$ cat src/rtl/snn_cmd_master.sv
// Host-facing command sequencer for an SNN core: buffers host entries in a small FIFO,
// issues them one per cycle on a registered bus, and closes each batch with a CLEAR and settle.
module snn_cmd_master #(
  parameter int unsigned           ADDR_WIDTH    = 8,
  parameter int unsigned           CMD_WIDTH     = 8,
  parameter int unsigned           FLOAT_WIDTH   = 16,
  parameter int unsigned           FIFO_DEPTH    = 4,
  parameter logic [ADDR_WIDTH-1:0] IDLE_ADDR     = ADDR_WIDTH'(255),
  parameter logic [CMD_WIDTH-1:0]  IDLE_CMD      = CMD_WIDTH'(255),
  parameter logic [CMD_WIDTH-1:0]  CLEAR_CMD     = '0,
  parameter int unsigned           SETTLE_CYCLES = 5
) (
  input  logic                   clk,
  input  logic                   rst,
  input  logic                   s_valid,
  output logic                   s_ready,
  input  logic [ADDR_WIDTH-1:0]  s_addr,
  input  logic [CMD_WIDTH-1:0]   s_cmd,
  input  logic [FLOAT_WIDTH-1:0] s_arg,
  input  logic                   s_last,
  input  logic                   abort,
  output logic [ADDR_WIDTH-1:0]  addr,
  output logic [CMD_WIDTH-1:0]   cmd,
  output logic [FLOAT_WIDTH-1:0] cmd_arg,
  output logic                   busy,
  output logic                   done,
  output logic                   err
);

  localparam int PTR_W = $clog2(FIFO_DEPTH);
  localparam int CNT_W = (SETTLE_CYCLES > 1) ? $clog2(SETTLE_CYCLES) : 1;

  typedef struct packed {
    logic                   last;
    logic [ADDR_WIDTH-1:0]  addr;
    logic [CMD_WIDTH-1:0]   cmd;
    logic [FLOAT_WIDTH-1:0] arg;
  } entry_t;

  typedef enum logic [1:0] {IDLE, ISSUE, CLEAR, SETTLE} state_t;

  entry_t                 mem_q [FIFO_DEPTH];
  logic [PTR_W:0]         wr_ptr_q, wr_ptr_d, rd_ptr_q, rd_ptr_d;
  state_t                 state_q, state_d;
  logic [ADDR_WIDTH-1:0]  addr_q, addr_d;
  logic [CMD_WIDTH-1:0]   cmd_q, cmd_d;
  logic [FLOAT_WIDTH-1:0] arg_q, arg_d;
  logic                   last_q, last_d;
  logic [CNT_W-1:0]       cnt_q, cnt_d;
  logic                   done_q, done_d;
  logic                   err_q, err_d;

  logic   fifo_empty, fifo_full, accept, push, pop;
  entry_t head, entry_in;

  // Extra pointer MSB distinguishes full from empty when the indices match.
  assign fifo_empty = (wr_ptr_q == rd_ptr_q);
  assign fifo_full  = (wr_ptr_q[PTR_W] != rd_ptr_q[PTR_W]) &&
                      (wr_ptr_q[PTR_W-1:0] == rd_ptr_q[PTR_W-1:0]);
  assign s_ready    = !fifo_full && !abort;
  assign accept     = s_valid && s_ready;
  assign push       = accept && (s_cmd != IDLE_CMD);
  assign entry_in   = '{last: s_last, addr: s_addr, cmd: s_cmd, arg: s_arg};
  assign head       = mem_q[rd_ptr_q[PTR_W-1:0]];

  always_ff @(posedge clk) begin
    if (push) begin
      mem_q[wr_ptr_q[PTR_W-1:0]] <= entry_in;
    end
  end

  always_comb begin
    wr_ptr_d = wr_ptr_q;
    rd_ptr_d = rd_ptr_q;
    err_d    = err_q | (accept && (s_cmd == IDLE_CMD));
    if (abort) begin
      wr_ptr_d = '0;
      rd_ptr_d = '0;
    end else begin
      if (push) wr_ptr_d = wr_ptr_q + (PTR_W+1)'(1);
      if (pop)  rd_ptr_d = rd_ptr_q + (PTR_W+1)'(1);
    end
  end

  always_comb begin
    state_d = state_q;
    addr_d  = IDLE_ADDR;
    cmd_d   = IDLE_CMD;
    arg_d   = '0;
    last_d  = last_q;
    cnt_d   = cnt_q;
    done_d  = 1'b0;
    pop     = 1'b0;
    case (state_q)
      IDLE: begin
        if (!fifo_empty) begin
          pop     = 1'b1;
          state_d = ISSUE;
        end
      end
      ISSUE: begin
        // last_q refers to the entry currently on the bus.
        if (last_q) begin
          cmd_d   = CLEAR_CMD;
          state_d = CLEAR;
        end else if (!fifo_empty) begin
          pop = 1'b1;
        end
      end
      CLEAR: begin
        state_d = SETTLE;
        cnt_d   = '0;
      end
      SETTLE: begin
        if (cnt_q == CNT_W'(SETTLE_CYCLES - 1)) begin
          state_d = IDLE;
          done_d  = 1'b1;
        end else begin
          cnt_d = cnt_q + CNT_W'(1);
        end
      end
      default: state_d = IDLE;
    endcase
    if (pop) begin
      addr_d = head.addr;
      cmd_d  = head.cmd;
      arg_d  = head.arg;
      last_d = head.last;
    end
    // Flush wins over everything, including a done pulse about to fire.
    if (abort) begin
      state_d = IDLE;
      pop     = 1'b0;
      addr_d  = IDLE_ADDR;
      cmd_d   = IDLE_CMD;
      arg_d   = '0;
      last_d  = 1'b0;
      done_d  = 1'b0;
    end
  end

  always_ff @(posedge clk or posedge rst) begin
    if (rst) begin
      wr_ptr_q <= '0;
      rd_ptr_q <= '0;
      state_q  <= IDLE;
      addr_q   <= IDLE_ADDR;
      cmd_q    <= IDLE_CMD;
      arg_q    <= '0;
      last_q   <= 1'b0;
      cnt_q    <= '0;
      done_q   <= 1'b0;
      err_q    <= 1'b0;
    end else begin
      wr_ptr_q <= wr_ptr_d;
      rd_ptr_q <= rd_ptr_d;
      state_q  <= state_d;
      addr_q   <= addr_d;
      cmd_q    <= cmd_d;
      arg_q    <= arg_d;
      last_q   <= last_d;
      cnt_q    <= cnt_d;
      done_q   <= done_d;
      err_q    <= err_d;
    end
  end

  assign addr    = addr_q;
  assign cmd     = cmd_q;
  assign cmd_arg = arg_q;
  assign done    = done_q;
  assign err     = err_q;
  assign busy    = (state_q != IDLE) || !fifo_empty;

endmodule

$ cat config.mk
export PLATFORM = sky130hd
export DESIGN_NAME = snn_cmd_master
export DESIGN_NICKNAME = d
export VERILOG_FILES = /design/src/rtl/snn_cmd_master.sv
export SDC_FILE = /design/constraint.sdc
export NUM_CORES = 1
export LEC_CHECK = 0
export BUFFER_PORTS_ARGS = -buffer_cell sky130_fd_sc_hd__buf_2
export CAP_MARGIN = 20
export CORE_AREA = 2 2 91 180
export CTS_BUF_LIST = sky130_fd_sc_hd__clkbuf_4 sky130_fd_sc_hd__clkbuf_8
export DETAILED_ROUTE_END_ITERATION = 16
export DIE_AREA = 0 0 93 182
export HOLD_SLACK_MARGIN = 0.02
export MAX_ROUTING_LAYER = met4
export PLACE_DENSITY = 0.67
export SYNTH_ARGS = -nofsm -noshare
export SYNTH_HDL_FRONTEND = slang
export SYNTH_SLANG_ARGS = --single-unit
$ cat constraint.sdc
create_clock -name clk -period 3 [get_ports clk]
set_input_delay 0.6 -clock clk [delete_from_list [all_inputs] [get_ports clk]]
set_output_delay 0.6 -clock clk [all_outputs]
set_load 0.01 [all_outputs]
==> results of run 1 <==
-- per-stage QoR --
step	instances	worst slack (ns)	power (W)	hold WS (ns)
2_1_floorplan	343	0.177	0.00418	0.507
3_3_place_gp	614	0.677	0.00456	0.536
3_5_place_dp	614	0.611	0.00457	0.533
4_1_cts	646	0.654	0.00599	0.244
5_1_grt	646	0.573	0.00623	0.275
6_report	646	0.681	0.00590	0.228
-- layer usage --
metal / global-route usage / routed length [microns] / vias up
met5: - / 0 / -
met3: 0.0336 / 450 / 18
li1: - / - / 1487
met1: 0.184 / 4710 / 1674
met2: 0.256 / 6300 / 87
met4: 0.0441 / 163 / 0
-- cells in the mapped netlist (3+ instances only) --
cell type,count
buf_4,4
clkbuf_1,4
mux4_2,33
nor2b_1,17
ha_1,12
nor2_1,8
mux2i_1,6
or3_1,9
edfxtp_1,132
and2_1,3
inv_1,17
o21ai_0,12
nand2_1,12
dfrtp_1,30
dfstp_2,16
-- kinds of logic (layout without fill, tap and decap cells) --
kind of cell,Yosys count,in the layout
AOI/OAI and AO/OA,20,20
DFF,178,178
buffers and inverters,29,131
muxes,40,40
xor gates and xnor gates,5,5
adders and majority gates,12,12
and+or+nand+nor,59,59
-- how the worst max path moves through the flow --
| stage | from | end | cells past startpoint |
|---|---|---|---|
| 4_1_cts | wr_ptr_q[0] | busy | 4 |
| 6_report | wr_ptr_q[0] | busy | 4 |
| 2_1_floorplan | rd_ptr_q[1] | mem_q[3][0] | 4 |
| 3_3_place_gp | abort | mem_q[2][4] | 6 |
| 3_5_place_dp | abort | mem_q[2][2] | 6 |
| 5_1_grt | wr_ptr_q[0] | busy | 4 |
-- flip-flops by register name, indices dropped and copies added (netlist names) --
name,flops
mem_q,132
cmd_arg,16
addr,8
cmd,8
cnt_q,3
rd_ptr_q,3
wr_ptr_q,3
state_q,2
done,1
err,1
last_q,1
-- layout make-up --
| cell class | count | area, sq um | area share |
|---|---|---|---|
| timing repair buffer | 82 | 448 | 0.0575 |
| clock inverter | 12 | 85.1 | 0.0109 |
| sequential | 178 | 5140 | 0.659 |
| tap | 201 | 251 | 0.0323 |
| inverter | 17 | 63.8 | 0.00819 |
| clock buffer | 20 | 256 | 0.0329 |
| multi-input combinational | 136 | 1550 | 0.199 |
-- power breakdown --
| group | switching (W) | internal [W] | leakage [nW] |
|---|---|---|---|
| clock network | 0.000819 | 0.000602 | 0.168 |
| registers | 0.0000879 | 0.00294 | 1.77 |
| logic | 0.000785 | 0.000667 | 0.891 |
| total | 0.00169 | 0.00421 | 2.83 |
-- worst max-delay path: cells and delay by family (launching register included) --
kind,cells,cell delay [ns]
xor gates and xnor gates,1,0.23
buffers and inverters,1,0.14
DFF,1,0.50
and+or+nand+nor,2,0.41
==> impl_metrics.xml, run 1 <==
<?xml version="1.0" encoding="UTF-8"?>
<metrics>
  <group name="outcome">
    <metric name="status" unit="">finished clean</metric>
  </group>
  <group name="worst_setup_path">
    <metric name="critical-path-slowest-cell" unit="">dfrtp_1</metric>
    <metric name="cpPeakStageDelay" unit="ns">0.50</metric>
    <metric name="reg2reg_depth" unit="">4</metric>
    <metric name="worstPathCellList" unit="">xor2_4 -&gt; nor3_2 -&gt; nand2_1 -&gt; buf_2</metric>
    <metric name="timing.critical_path.arrival" unit="ns">1.72</metric>
    <metric name="internal_reg_to_reg_setup_slack" unit="ns">0.82</metric>
    <metric name="data_required_time_of_the_critical_path" unit="ns">2.40</metric>
    <metric name="worstPathMaxFanout" unit="">6</metric>
    <metric name="crit_type" unit="">flop to output pin</metric>
    <metric name="crit_end_element" unit="">output pin</metric>
    <metric name="crit-reg2reg-launch" unit="">wr_ptr_q[0]</metric>
    <metric name="critPathLaunchType" unit="">flop</metric>
    <metric name="rr_endpoint" unit="">cmd_arg[3]</metric>
  </group>
  <group name="clock_network">
    <metric name="tritoncts" unit="">yes</metric>
    <metric name="clock_latency" unit="ns">0.45</metric>
    <metric name="cts.reportedPaths.clkPinSlew" unit="ns">0.09</metric>
    <metric name="cts.sink_count" unit="">178</metric>
    <metric name="cts_setup_buffers" unit="">0</metric>
    <metric name="post_cts_resized" unit="">0</metric>
    <metric name="cts_root_buf" unit="">clkbuf_8</metric>
    <metric name="cts-root-to-sink-buffers" unit="">2</metric>
    <metric name="cts_buffers" unit="">17</metric>
    <metric name="cts.hold.buffers_added" unit="">0</metric>
    <metric name="cts_max_level" unit="">4</metric>
  </group>
  <group name="global_route">
    <metric name="grt_antenna_before_repair" unit="">0</metric>
    <metric name="overflow_after_grt" unit="">0</metric>
    <metric name="pin_count_of_the_biggest_net_entering_global_routing" unit="">36</metric>
    <metric name="grt_first_pass_wirelength" unit="microns">18500</metric>
    <metric name="grt_pass1_vias" unit="">3402</metric>
    <metric name="globalRouteTotalUtil" unit="">0.152</metric>
  </group>
  <group name="yosys">
    <metric name="postSynthAreaPerCell" unit="sq um">19.9</metric>
    <metric name="async_flop_share" unit="">0.258</metric>
    <metric name="synth-edff-count" unit="">132</metric>
    <metric name="dominantRegCellSynth" unit="">edfxtp_1</metric>
    <metric name="synth_compound_gate_area_share" unit="">0.0242</metric>
    <metric name="yosys_reg_bits" unit="">178</metric>
    <metric name="ys_seq_area_frac" unit="">0.753</metric>
    <metric name="synthSimpleGateAreaFrac" unit="">0.0499</metric>
    <metric name="syn-num-nets" unit="">392</metric>
    <metric name="synth_top_family_by_area" unit="">multiplexers</metric>
    <metric name="synth_top_area_share" unit="">0.581</metric>
    <metric name="yosys.area_share.xor_xnor" unit="">0.0103</metric>
    <metric name="synth_area_leader_cell" unit="">edfxtp_1</metric>
    <metric name="synth.cell_area" unit="sq um">6820</metric>
    <metric name="post_synth_num_cell_types" unit="">37</metric>
    <metric name="yosysWarningCount" unit="">0</metric>
    <metric name="post_synth_fa_ha_maj_area_fraction" unit="">0.0220</metric>
    <metric name="yosys-top-cells-area" unit="">edfxtp_1 (58%), dfrtp_1 (11%), mux4_2 (11%)</metric>
    <metric name="synth.mux.area_fraction" unit="">0.119</metric>
    <metric name="postSynthCellCount" unit="">343</metric>
  </group>
  <group name="power_and_ir_drop">
    <metric name="power_density" unit="nW/um^2">758</metric>
    <metric name="vdd.ir_drop.worst" unit="mV">0.462</metric>
    <metric name="leakage" unit="nW">2.83</metric>
  </group>
  <group name="sta">
    <metric name="fin_setup_tns" unit="ns">0</metric>
    <metric name="final-hold-violation-count" unit="">0</metric>
    <metric name="timing.slew.headroom" unit="">0.423</metric>
    <metric name="report.final.slew_viol_count" unit="">0</metric>
    <metric name="maxClockFrequency" unit="MHz">431</metric>
    <metric name="clock-skew-final" unit="ns">0.0121</metric>
    <metric name="rsz0062_at_grt" unit="">no</metric>
    <metric name="final_min_period_over_clock_period" unit="">0.773</metric>
    <metric name="post-route-min-period" unit="ns">2.32</metric>
    <metric name="tightest_slew" unit="ns">0.866</metric>
    <metric name="final_number_of_setup_violating_endpoints" unit="">0</metric>
  </group>
  <group name="place">
    <metric name="dpl-instance-area" unit="sq um">7450</metric>
    <metric name="place_hpwl" unit="microns">7490</metric>
    <metric name="place_congestion" unit="">0.741</metric>
    <metric name="port-buffer-count" unit="">72</metric>
  </group>
  <group name="hold_path">
    <metric name="holdCritPathClass" unit="">primary input to async pin</metric>
  </group>
  <group name="finish">
    <metric name="antenna_cells" unit="">0</metric>
    <metric name="fillCellCount" unit="">1303</metric>
    <metric name="final_nets" unit="">481</metric>
    <metric name="layout.cells.most_common_list" unit="">edfxtp_1 (132), buf_2 (72), mux4_2 (33), dfrtp_1 (28)</metric>
    <metric name="layout-area-overhead-vs-synth" unit="%">14.3</metric>
    <metric name="final_common_cell" unit="">edfxtp_1</metric>
    <metric name="finish.utilization" unit="">0.499</metric>
    <metric name="drive_gt1_frac" unit="">0.400</metric>
    <metric name="fin_area" unit="sq um">7790</metric>
  </group>
  <group name="die">
    <metric name="die_w" unit="microns">93</metric>
    <metric name="floorplan.die_area" unit="sq um">16900</metric>
    <metric name="die_y" unit="microns">182</metric>
    <metric name="floorplan.rows" unit="">65</metric>
    <metric name="initial_core_util" unit="">0.437</metric>
    <metric name="ioPinCount" unit="">73</metric>
    <metric name="fp.coreArea" unit="sq um">15600</metric>
  </group>
  <group name="detailed_routing">
    <metric name="initialDrtViolationCount" unit="">132</metric>
    <metric name="finalWirelength" unit="microns">11600</metric>
    <metric name="drc" unit="">0</metric>
    <metric name="routed_via_density" unit="">5.06</metric>
    <metric name="routed_length_per_placed_instance" unit="microns">18.0</metric>
    <metric name="drtPass1Iterations" unit="">4</metric>
    <metric name="via_count" unit="">3266</metric>
    <metric name="ant_nets" unit="">0</metric>
  </group>
  <group name="flow_run">
    <metric name="drv.max_cap_violation_count" unit="">0</metric>
  </group>
</metrics>
(Power assumes the default switching activity.)
==> inputs of run 2 (changes only) <==
--- a/config.mk
+++ b/config.mk
@@ -5,12 +5,13 @@
 export SDC_FILE = /design/constraint.sdc
 export NUM_CORES = 1
 export LEC_CHECK = 0
+export ABC_AREA = 1
 export BUFFER_PORTS_ARGS = -buffer_cell sky130_fd_sc_hd__buf_2
 export CAP_MARGIN = 20
-export CORE_AREA = 2 2 91 180
+export CORE_AREA = 2 2 91 181
 export CTS_BUF_LIST = sky130_fd_sc_hd__clkbuf_4 sky130_fd_sc_hd__clkbuf_8
 export DETAILED_ROUTE_END_ITERATION = 16
-export DIE_AREA = 0 0 93 182
+export DIE_AREA = 0 0 93 183
 export HOLD_SLACK_MARGIN = 0.02
 export MAX_ROUTING_LAYER = met4
 export PLACE_DENSITY = 0.67
==> constraint.sdc (replaced) <==
create_clock -name clk -period 1.9 [get_ports clk]
set_input_delay 0.38 -clock clk [delete_from_list [all_inputs] [get_ports clk]]
set_output_delay 0.38 -clock clk [all_outputs]
set_load 0.01 [all_outputs]
==> run 2 against run 1 <==
Net effect:
- area after synthesis increased by 2.0%
- synthesized cell count increased by 59%
- critical path type unchanged
- first-iteration DRC count increased by 120%
- die area increased by 0.55%
- non-clock buffer count increased by 26
- register-to-register slack got worse by 0.72 ns
- combinational power increased by 110%
- critical path depth increased by 1
- sequential power increased by 59%
- worst setup slack got worse by 0.64 ns
- clock power increased by 82%
==> impl_metrics.xml, run 2 <==
<?xml version="1.0" encoding="UTF-8"?>
<metrics>
  <group name="yosys">
    <metric name="yosys_reg_bits" unit="">178</metric>
    <metric name="yosys.cell_count.top_type" unit="">edfxtp_1</metric>
    <metric name="synth-edff-count" unit="">132</metric>
    <metric name="synthSimpleGateAreaFrac" unit="">0.130</metric>
    <metric name="synth_top_area_share" unit="">0.570</metric>
    <metric name="yosysWarningCount" unit="">0</metric>
    <metric name="synth_area_leader_cell" unit="">edfxtp_1</metric>
    <metric name="syn-num-nets" unit="">593</metric>
    <metric name="post_synth_fa_ha_maj_area_fraction" unit="">0.0216</metric>
    <metric name="async_flop_share" unit="">0.258</metric>
    <metric name="yosys.area_share.xor_xnor" unit="">0.00378</metric>
    <metric name="postSynthAreaPerCell" unit="sq um">12.8</metric>
    <metric name="post_synth_num_cell_types" unit="">30</metric>
    <metric name="synth_top_cells_by_count" unit="">edfxtp_1 (132), nand2_1 (118), nor2_1 (57)</metric>
    <metric name="yosys-top-cells-area" unit="">edfxtp_1 (57%), dfrtp_1 (11%), nand2_1 (6.4%)</metric>
    <metric name="postSynthCellCount" unit="">544</metric>
    <metric name="synth.cell_area" unit="sq um">6950</metric>
    <metric name="synth_top_family_by_area" unit="">simple AND/OR/NAND/NOR gates</metric>
    <metric name="dominantRegCellSynth" unit="">edfxtp_1</metric>
    <metric name="ys_seq_area_frac" unit="">0.739</metric>
    <metric name="synth_compound_gate_area_share" unit="">0.0742</metric>
    <metric name="synth.mux.area_fraction" unit="">0</metric>
  </group>
  <group name="detailed_routing">
    <metric name="via_count" unit="">4321</metric>
    <metric name="drc" unit="">0</metric>
    <metric name="routed_length_per_placed_instance" unit="microns">15.9</metric>
    <metric name="routed_via_density" unit="">5.03</metric>
    <metric name="drtPass1Iterations" unit="">5</metric>
    <metric name="finalWirelength" unit="microns">13700</metric>
    <metric name="initialDrtViolationCount" unit="">296</metric>
    <metric name="ant_nets" unit="">0</metric>
  </group>
  <group name="global_route">
    <metric name="pin_count_of_the_biggest_net_entering_global_routing" unit="">68</metric>
    <metric name="globalRouteTotalUtil" unit="">0.172</metric>
    <metric name="grt_antenna_before_repair" unit="">0</metric>
    <metric name="grt_first_pass_wirelength" unit="microns">21700</metric>
    <metric name="overflow_after_grt" unit="">0</metric>
    <metric name="grt_pass1_vias" unit="">4234</metric>
  </group>
  <group name="finish">
    <metric name="antenna_cells" unit="">0</metric>
    <metric name="largest_reg_flops" unit="">132</metric>
    <metric name="footprint_of_the_multi_input_gates" unit="sq um">1670</metric>
    <metric name="fin_area" unit="sq um">8290</metric>
    <metric name="final_common_cell" unit="">edfxtp_1</metric>
    <metric name="final_nets" unit="">694</metric>
    <metric name="drive_gt1_frac" unit="">0.301</metric>
    <metric name="area.sequential" unit="sq um">5140</metric>
    <metric name="layout.cells.most_common_list" unit="">edfxtp_1 (132), nand2_1 (111), buf_2 (72), nor2_1 (53), o21ai_0 (40)</metric>
    <metric name="fillCellCount" unit="">1320</metric>
    <metric name="layout-area-overhead-vs-synth" unit="%">19.2</metric>
  </group>
  <group name="clock_network">
    <metric name="tritoncts" unit="">yes</metric>
    <metric name="cts.sink_count" unit="">178</metric>
    <metric name="cts_max_level" unit="">4</metric>
    <metric name="cts_root_buf" unit="">clkbuf_8</metric>
    <metric name="cts.reportedPaths.clkPinSlew" unit="ns">0.09</metric>
    <metric name="clock_latency" unit="ns">0.45</metric>
    <metric name="cts-root-to-sink-buffers" unit="">2</metric>
    <metric name="cts_buffers" unit="">17</metric>
  </group>
  <group name="die">
    <metric name="floorplan.rows" unit="">65</metric>
    <metric name="die_w" unit="microns">93</metric>
    <metric name="initial_core_util" unit="">0.445</metric>
    <metric name="floorplan.die_area" unit="sq um">17000</metric>
    <metric name="ioPinCount" unit="">73</metric>
    <metric name="die_y" unit="microns">183</metric>
    <metric name="fp.coreArea" unit="sq um">15600</metric>
  </group>
  <group name="place">
    <metric name="dpl-instance-area" unit="sq um">7730</metric>
    <metric name="place_hpwl" unit="microns">8440</metric>
    <metric name="port-buffer-count" unit="">72</metric>
    <metric name="place_congestion" unit="">0.788</metric>
  </group>
  <group name="worst_setup_path">
    <metric name="cpPeakStageDelay" unit="ns">0.44</metric>
    <metric name="timing.critical_path.arrival" unit="ns">1.48</metric>
    <metric name="worstPathCellList" unit="">inv_2 -&gt; nand2_2 -&gt; nand2_4 -&gt; nand4_1 -&gt; buf_2</metric>
    <metric name="worstPathMaxFanout" unit="">4</metric>
    <metric name="critical-path-slowest-cell" unit="">dfrtp_1</metric>
    <metric name="crit_end_element" unit="">output pin</metric>
    <metric name="crit_type" unit="">flop to output pin</metric>
    <metric name="data_required_time_of_the_critical_path" unit="ns">1.52</metric>
    <metric name="critPathLaunchType" unit="">flop</metric>
  </group>
  <group name="power_and_ir_drop">
    <metric name="total_switching_power" unit="W">0.00349</metric>
    <metric name="vdd.ir_drop.worst" unit="mV">0.733</metric>
    <metric name="p_seq_frac" unit="">0.462</metric>
    <metric name="internal_power" unit="W">0.00694</metric>
    <metric name="switching_power_share_of_the_total" unit="">0.335</metric>
    <metric name="share_clk_of_total_power" unit="">0.248</metric>
    <metric name="leakage" unit="nW">3.24</metric>
    <metric name="power_density" unit="nW/um^2">1260</metric>
    <metric name="combPwrFrac" unit="">0.290</metric>
  </group>
  <group name="sta">
    <metric name="final-hold-violation-count" unit="">0</metric>
    <metric name="final_number_of_setup_violating_endpoints" unit="">0</metric>
    <metric name="maxClockFrequency" unit="MHz">538</metric>
    <metric name="fin_setup_tns" unit="ns">0</metric>
    <metric name="post-route-min-period" unit="ns">1.86</metric>
    <metric name="tightest_slew" unit="ns">0.467</metric>
    <metric name="rsz0062_at_grt" unit="">yes</metric>
    <metric name="clock-skew-final" unit="ns">0.0150</metric>
    <metric name="final_min_period_over_clock_period" unit="">0.978</metric>
    <metric name="timing.slew.headroom" unit="">0.689</metric>
    <metric name="report.final.slew_viol_count" unit="">0</metric>
  </group>
  <group name="flow_run">
    <metric name="drv.max_cap_violation_count" unit="">0</metric>
  </group>
  <group name="hold_path">
    <metric name="holdCritPathClass" unit="">primary input to flop</metric>
  </group>
  <group name="outcome">
    <metric name="status" unit="">finished clean</metric>
  </group>
</metrics>
==> run 2: cell count changes in the layout (fill, tap and decap cells not counted), moves of 8 or more <==
cell,before,now
a21oi_1,2,35
buf_4,9,27
mux4_2,33,0
nand2_1,12,111
nor2_1,8,53
nor2b_1,17,0
nor3_2,1,9
o211ai_1,0,8
o21ai_0,12,40
o22ai_1,0,9
or3_1,9,0
==> run 2: final timing paths <==
check / endpoint / depth (start not counted) / slack, ns / start
worst max-delay path: busy / 5 / 0.04 / wr_ptr_q[1]
worst min-delay path: mem_q[0][24] / 1 / 0.15 / s_addr[0]
worst max register to register: mem_q[1][5] / 9 / 0.10 / wr_ptr_q[1]
worst min register to register: addr[5] / 2 / 0.51 / mem_q[3][29]
max in group asynchronous: addr[4] / 4 / 0.84 / rst
min in group asynchronous: cnt_q[1] / 3 / 0.45 / rst
==> run 2: power groups by stage <==
stage / clock, W / combinational [W] / sequential (W)
floorplan: 0 / 0.00190 / 0.00500
global placement: 0 / 0.00284 / 0.00490
detailed placement: 0 / 0.00287 / 0.00491
CTS: 0.00264 / 0.00294 / 0.00482
global route: 0.00280 / 0.00340 / 0.00486
finish: 0.00259 / 0.00303 / 0.00482
==> run 2: cell families (layout without fill, tap and decap cells) <==
| kind of cell | after synthesis | after routing |
|---|---|---|
| flops | 178 | 178 |
| xor+xnor | 3 | 3 |
| fa+ha+maj | 12 | 12 |
| buf+inv | 49 | 163 |
| compound gates | 95 | 95 |
| simple gates | 207 | 207 |
==> run 2: what timing repair did <==
item / CTS / global route
endpoints found under the setup margin: 2 / 2
gates resized for setup: 4 / 10
pin swaps: 1 / 3
hold endpoints to repair: 10 / 0
hold buffers: 1 / 0
buffers inserted: 4 / 11
==> run 2: layout make-up <==
class,instances,share of cell area
sequential,178,0.620
clock buffer,18,0.0291
multi-input combinational,317,0.202
inverter,23,0.0113
tap,201,0.0304
timing repair buffer,108,0.0885
clock inverter,14,0.0186
==> run 2: critical path, delay by kind of cell (launching register included) <==
| family | cells | cell delay (ns) |
|---|---|---|
| and+or+nand+nor | 3 | 0.31 |
| DFF | 1 | 0.44 |
| buffers and inverters | 2 | 0.28 |
==> run 2: layer usage <==
metal,track usage,routed length [microns],up-vias,share of wire
met1,0.214,5700,2061,0.42
met2,0.282,6930,151,0.51
li1,-,-,2087,-
met5,-,0,-,0
met4,0.0553,249,0,0.018
met3,0.0345,797,22,0.058
==> run 2: through the flow <==
| step | utilization | cells | setup WS (ns) | hold WS [ns] | total power [W] |
|---|---|---|---|---|---|
| 3_3_place_gp | 0.495 | 811 | 0.156 | 0.378 | 0.00774 |
| 2_1_floorplan | - | 544 | -0.302 | 0.474 | 0.00690 |
| 5_1_grt | 0.531 | 859 | -0.0526 | 0.127 | 0.0111 |
| 3_5_place_dp | 0.495 | 811 | 0.138 | 0.389 | 0.00778 |
| 4_1_cts | 0.523 | 848 | 0.00397 | 0.120 | 0.0104 |
| 6_report | 0.531 | 859 | 0.0417 | 0.146 | 0.0104 |
==> inputs of run 3 (changes only) <==
==> constraint.sdc (replaced) <==
create_clock -name clk -period 1.6 [get_ports clk]
set_input_delay 0.32 -clock clk [delete_from_list [all_inputs] [get_ports clk]]
set_output_delay 0.32 -clock clk [all_outputs]
set_load 0.01 [all_outputs]
==> run 3 against run 2 <==
Net effect:
- critical endpoint unchanged
- register-to-register slack worse by 0.28 ns
- clock power up 12%
- non-clock buffer count up 30
- the flow now finishes with violations (setup timing)
==> impl_metrics.xml, run 3 (synthesized netlist as in run 2, its figures left out) <==
<?xml version="1.0" encoding="UTF-8"?>
<metrics>
  <group name="outcome">
    <metric name="status" unit="">finished, violations left</metric>
    <metric name="violations" unit="">setup timing</metric>
  </group>
  <group name="place">
    <metric name="port-buffer-count" unit="">72</metric>
    <metric name="dpl-instance-area" unit="sq um">7950</metric>
    <metric name="place_congestion" unit="">0.831</metric>
    <metric name="place_hpwl" unit="microns">8570</metric>
  </group>
  <group name="power_and_ir_drop">
    <metric name="leakage" unit="nW">3.47</metric>
    <metric name="total_switching_power" unit="W">0.00438</metric>
    <metric name="vdd.ir_drop.worst" unit="mV">0.686</metric>
    <metric name="power_density" unit="nW/um^2">1490</metric>
    <metric name="p_seq_frac" unit="">0.437</metric>
    <metric name="combPwrFrac" unit="">0.342</metric>
    <metric name="internal_power" unit="W">0.00868</metric>
    <metric name="share_clk_of_total_power" unit="">0.221</metric>
    <metric name="switching_power_share_of_the_total" unit="">0.336</metric>
  </group>
  <group name="die">
    <metric name="floorplan.die_area" unit="sq um">17000</metric>
    <metric name="initial_core_util" unit="">0.445</metric>
    <metric name="floorplan.rows" unit="">65</metric>
    <metric name="ioPinCount" unit="">73</metric>
    <metric name="fp.coreArea" unit="sq um">15600</metric>
    <metric name="die_y" unit="microns">183</metric>
    <metric name="die_w" unit="microns">93</metric>
  </group>
  <group name="flow_run">
    <metric name="drv.max_cap_violation_count" unit="">0</metric>
  </group>
  <group name="hold_path">
    <metric name="worstHoldPathCells" unit="">1</metric>
    <metric name="holdCritPathClass" unit="">primary input to flop</metric>
  </group>
  <group name="clock_network">
    <metric name="cts_max_level" unit="">4</metric>
    <metric name="cts.sink_count" unit="">178</metric>
    <metric name="tritoncts" unit="">yes</metric>
    <metric name="cts_root_buf" unit="">clkbuf_8</metric>
    <metric name="cts.reportedPaths.clkPinSlew" unit="ns">0.09</metric>
    <metric name="clock_latency" unit="ns">0.44</metric>
    <metric name="cts-root-to-sink-buffers" unit="">2</metric>
    <metric name="cts_buffers" unit="">17</metric>
  </group>
  <group name="sta">
    <metric name="maxClockFrequency" unit="MHz">548</metric>
    <metric name="timing.slew.headroom" unit="">0.783</metric>
    <metric name="fin_setup_tns" unit="ns">-16.55</metric>
    <metric name="clock-skew-final" unit="ns">0.0126</metric>
    <metric name="final_min_period_over_clock_period" unit="">1.14</metric>
    <metric name="tightest_slew" unit="ns">0.326</metric>
    <metric name="rsz0062_at_grt" unit="">yes</metric>
    <metric name="worst_hold_slack" unit="ns">0.0927</metric>
    <metric name="post-route-min-period" unit="ns">1.83</metric>
    <metric name="setup_ws" unit="ns">-0.226</metric>
    <metric name="final_number_of_setup_violating_endpoints" unit="">135</metric>
    <metric name="report.final.slew_viol_count" unit="">0</metric>
    <metric name="final-hold-violation-count" unit="">0</metric>
  </group>
  <group name="finish">
    <metric name="layout-area-overhead-vs-synth" unit="%">26.5</metric>
    <metric name="layout.cells.most_common_list" unit="">edfxtp_1 (132), nand2_1 (112), buf_2 (71), nor2_1 (53), o21ai_0 (39)</metric>
    <metric name="drive_gt1_frac" unit="">0.331</metric>
    <metric name="largest_reg_flops" unit="">132</metric>
    <metric name="final_common_cell" unit="">edfxtp_1</metric>
    <metric name="fin_area" unit="sq um">8790</metric>
    <metric name="final_nets" unit="">724</metric>
    <metric name="antenna_cells" unit="">0</metric>
  </group>
  <group name="worst_setup_path">
    <metric name="reg2reg_depth" unit="">9</metric>
    <metric name="crit_end_element" unit="">output pin</metric>
    <metric name="crit_type" unit="">flop to output pin</metric>
    <metric name="timing.critical_path.arrival" unit="ns">1.51</metric>
    <metric name="worstPathMaxFanout" unit="">3</metric>
    <metric name="critPathLaunchType" unit="">flop</metric>
    <metric name="data_required_time_of_the_critical_path" unit="ns">1.28</metric>
  </group>
  <group name="detailed_routing">
    <metric name="finalWirelength" unit="microns">15100</metric>
    <metric name="drc" unit="">0</metric>
    <metric name="initialDrtViolationCount" unit="">315</metric>
    <metric name="via_count" unit="">4514</metric>
    <metric name="routed_length_per_placed_instance" unit="microns">17.0</metric>
    <metric name="routed_via_density" unit="">5.08</metric>
    <metric name="drtPass1Iterations" unit="">5</metric>
    <metric name="ant_nets" unit="">0</metric>
  </group>
  <group name="global_route">
    <metric name="grt_first_pass_wirelength" unit="microns">23100</metric>
    <metric name="grt_pass1_vias" unit="">4383</metric>
    <metric name="pin_count_of_the_biggest_net_entering_global_routing" unit="">68</metric>
    <metric name="globalRouteTotalUtil" unit="">0.182</metric>
    <metric name="grt_antenna_before_repair" unit="">0</metric>
    <metric name="overflow_after_grt" unit="">0</metric>
  </group>
</metrics>
## run 3: what timing repair did
action	4_1_cts	5_1_grt
resized for setup	13	30
endpoints found under the hold margin	6	0
pin swaps	4	4
setup buffers	12	4
endpoints found under the setup margin	50	159
hold buffers	1	0
cloned	3	4
## run 3: power by group through the flow
| stage | clock network, W | registers (W) | logic [W] |
|---|---|---|---|
| global route | 0.00315 | 0.00576 | 0.00497 |
| CTS | 0.00296 | 0.00570 | 0.00399 |
| detailed placement | 0 | 0.00580 | 0.00374 |
| floorplan | 0 | 0.00593 | 0.00226 |
| finish | 0.00289 | 0.00571 | 0.00447 |
| global placement | 0 | 0.00580 | 0.00369 |
## run 3: metal layers
| metal | global-route usage | wire, microns | vias to the layer above | part of all wire |
|---|---|---|---|---|
| met5 | - | 0 | - | 0 |
| met4 | 0.0524 | 214 | 0 | 0.014 |
| met3 | 0.0300 | 637 | 24 | 0.042 |
| met2 | 0.300 | 7780 | 146 | 0.52 |
| met1 | 0.234 | 6460 | 2196 | 0.43 |
| li1 | - | - | 2148 | - |
## run 3: final cells by class
| type | count | area [sq um] |
|---|---|---|
| Fill cell | 1283 | 6820 |
| Tap cell | 201 | 251 |
| Timing Repair Buffer | 138 | 1200 |
| Inverter | 23 | 101 |
| Sequential cell | 178 | 5140 |
| Clock buffer | 20 | 269 |
| Clock inverter | 12 | 106 |
| Multi-Input combinational cell | 317 | 1730 |
## run 3: worst paths after layout
path | from | endpoint | slack [ns]
min | s_addr[4] | mem_q[1][28] | 0.09
max in group asynchronous | rst | addr[0] | 0.76
max | wr_ptr_q[1] | busy | -0.23
min reg2reg | err | err | 0.49
min in group asynchronous | rst | cnt_q[2] | 0.31
max reg2reg | wr_ptr_q[1] | mem_q[3][30] | -0.18
## run 3: critical path: stages (launching register included)
cell and delay (ns):
dfrtp_1 0.42, buf_6 0.13, nand2_4 0.07, nand2_4 0.06, buf_6 0.11, nand4_1 0.12, buf_2 0.15
## run 3: metrics by stage
stage	instances	total power, W	setup WS (ns)	utilization
finish	889	0.0131	-0.226	0.563
floorplan	544	0.00819	-0.602	-
CTS	883	0.0126	-0.235	0.548
global placement	835	0.00948	-0.0535	0.509
global route	889	0.0139	-0.311	0.563
detailed placement	835	0.00955	-0.0692	0.509
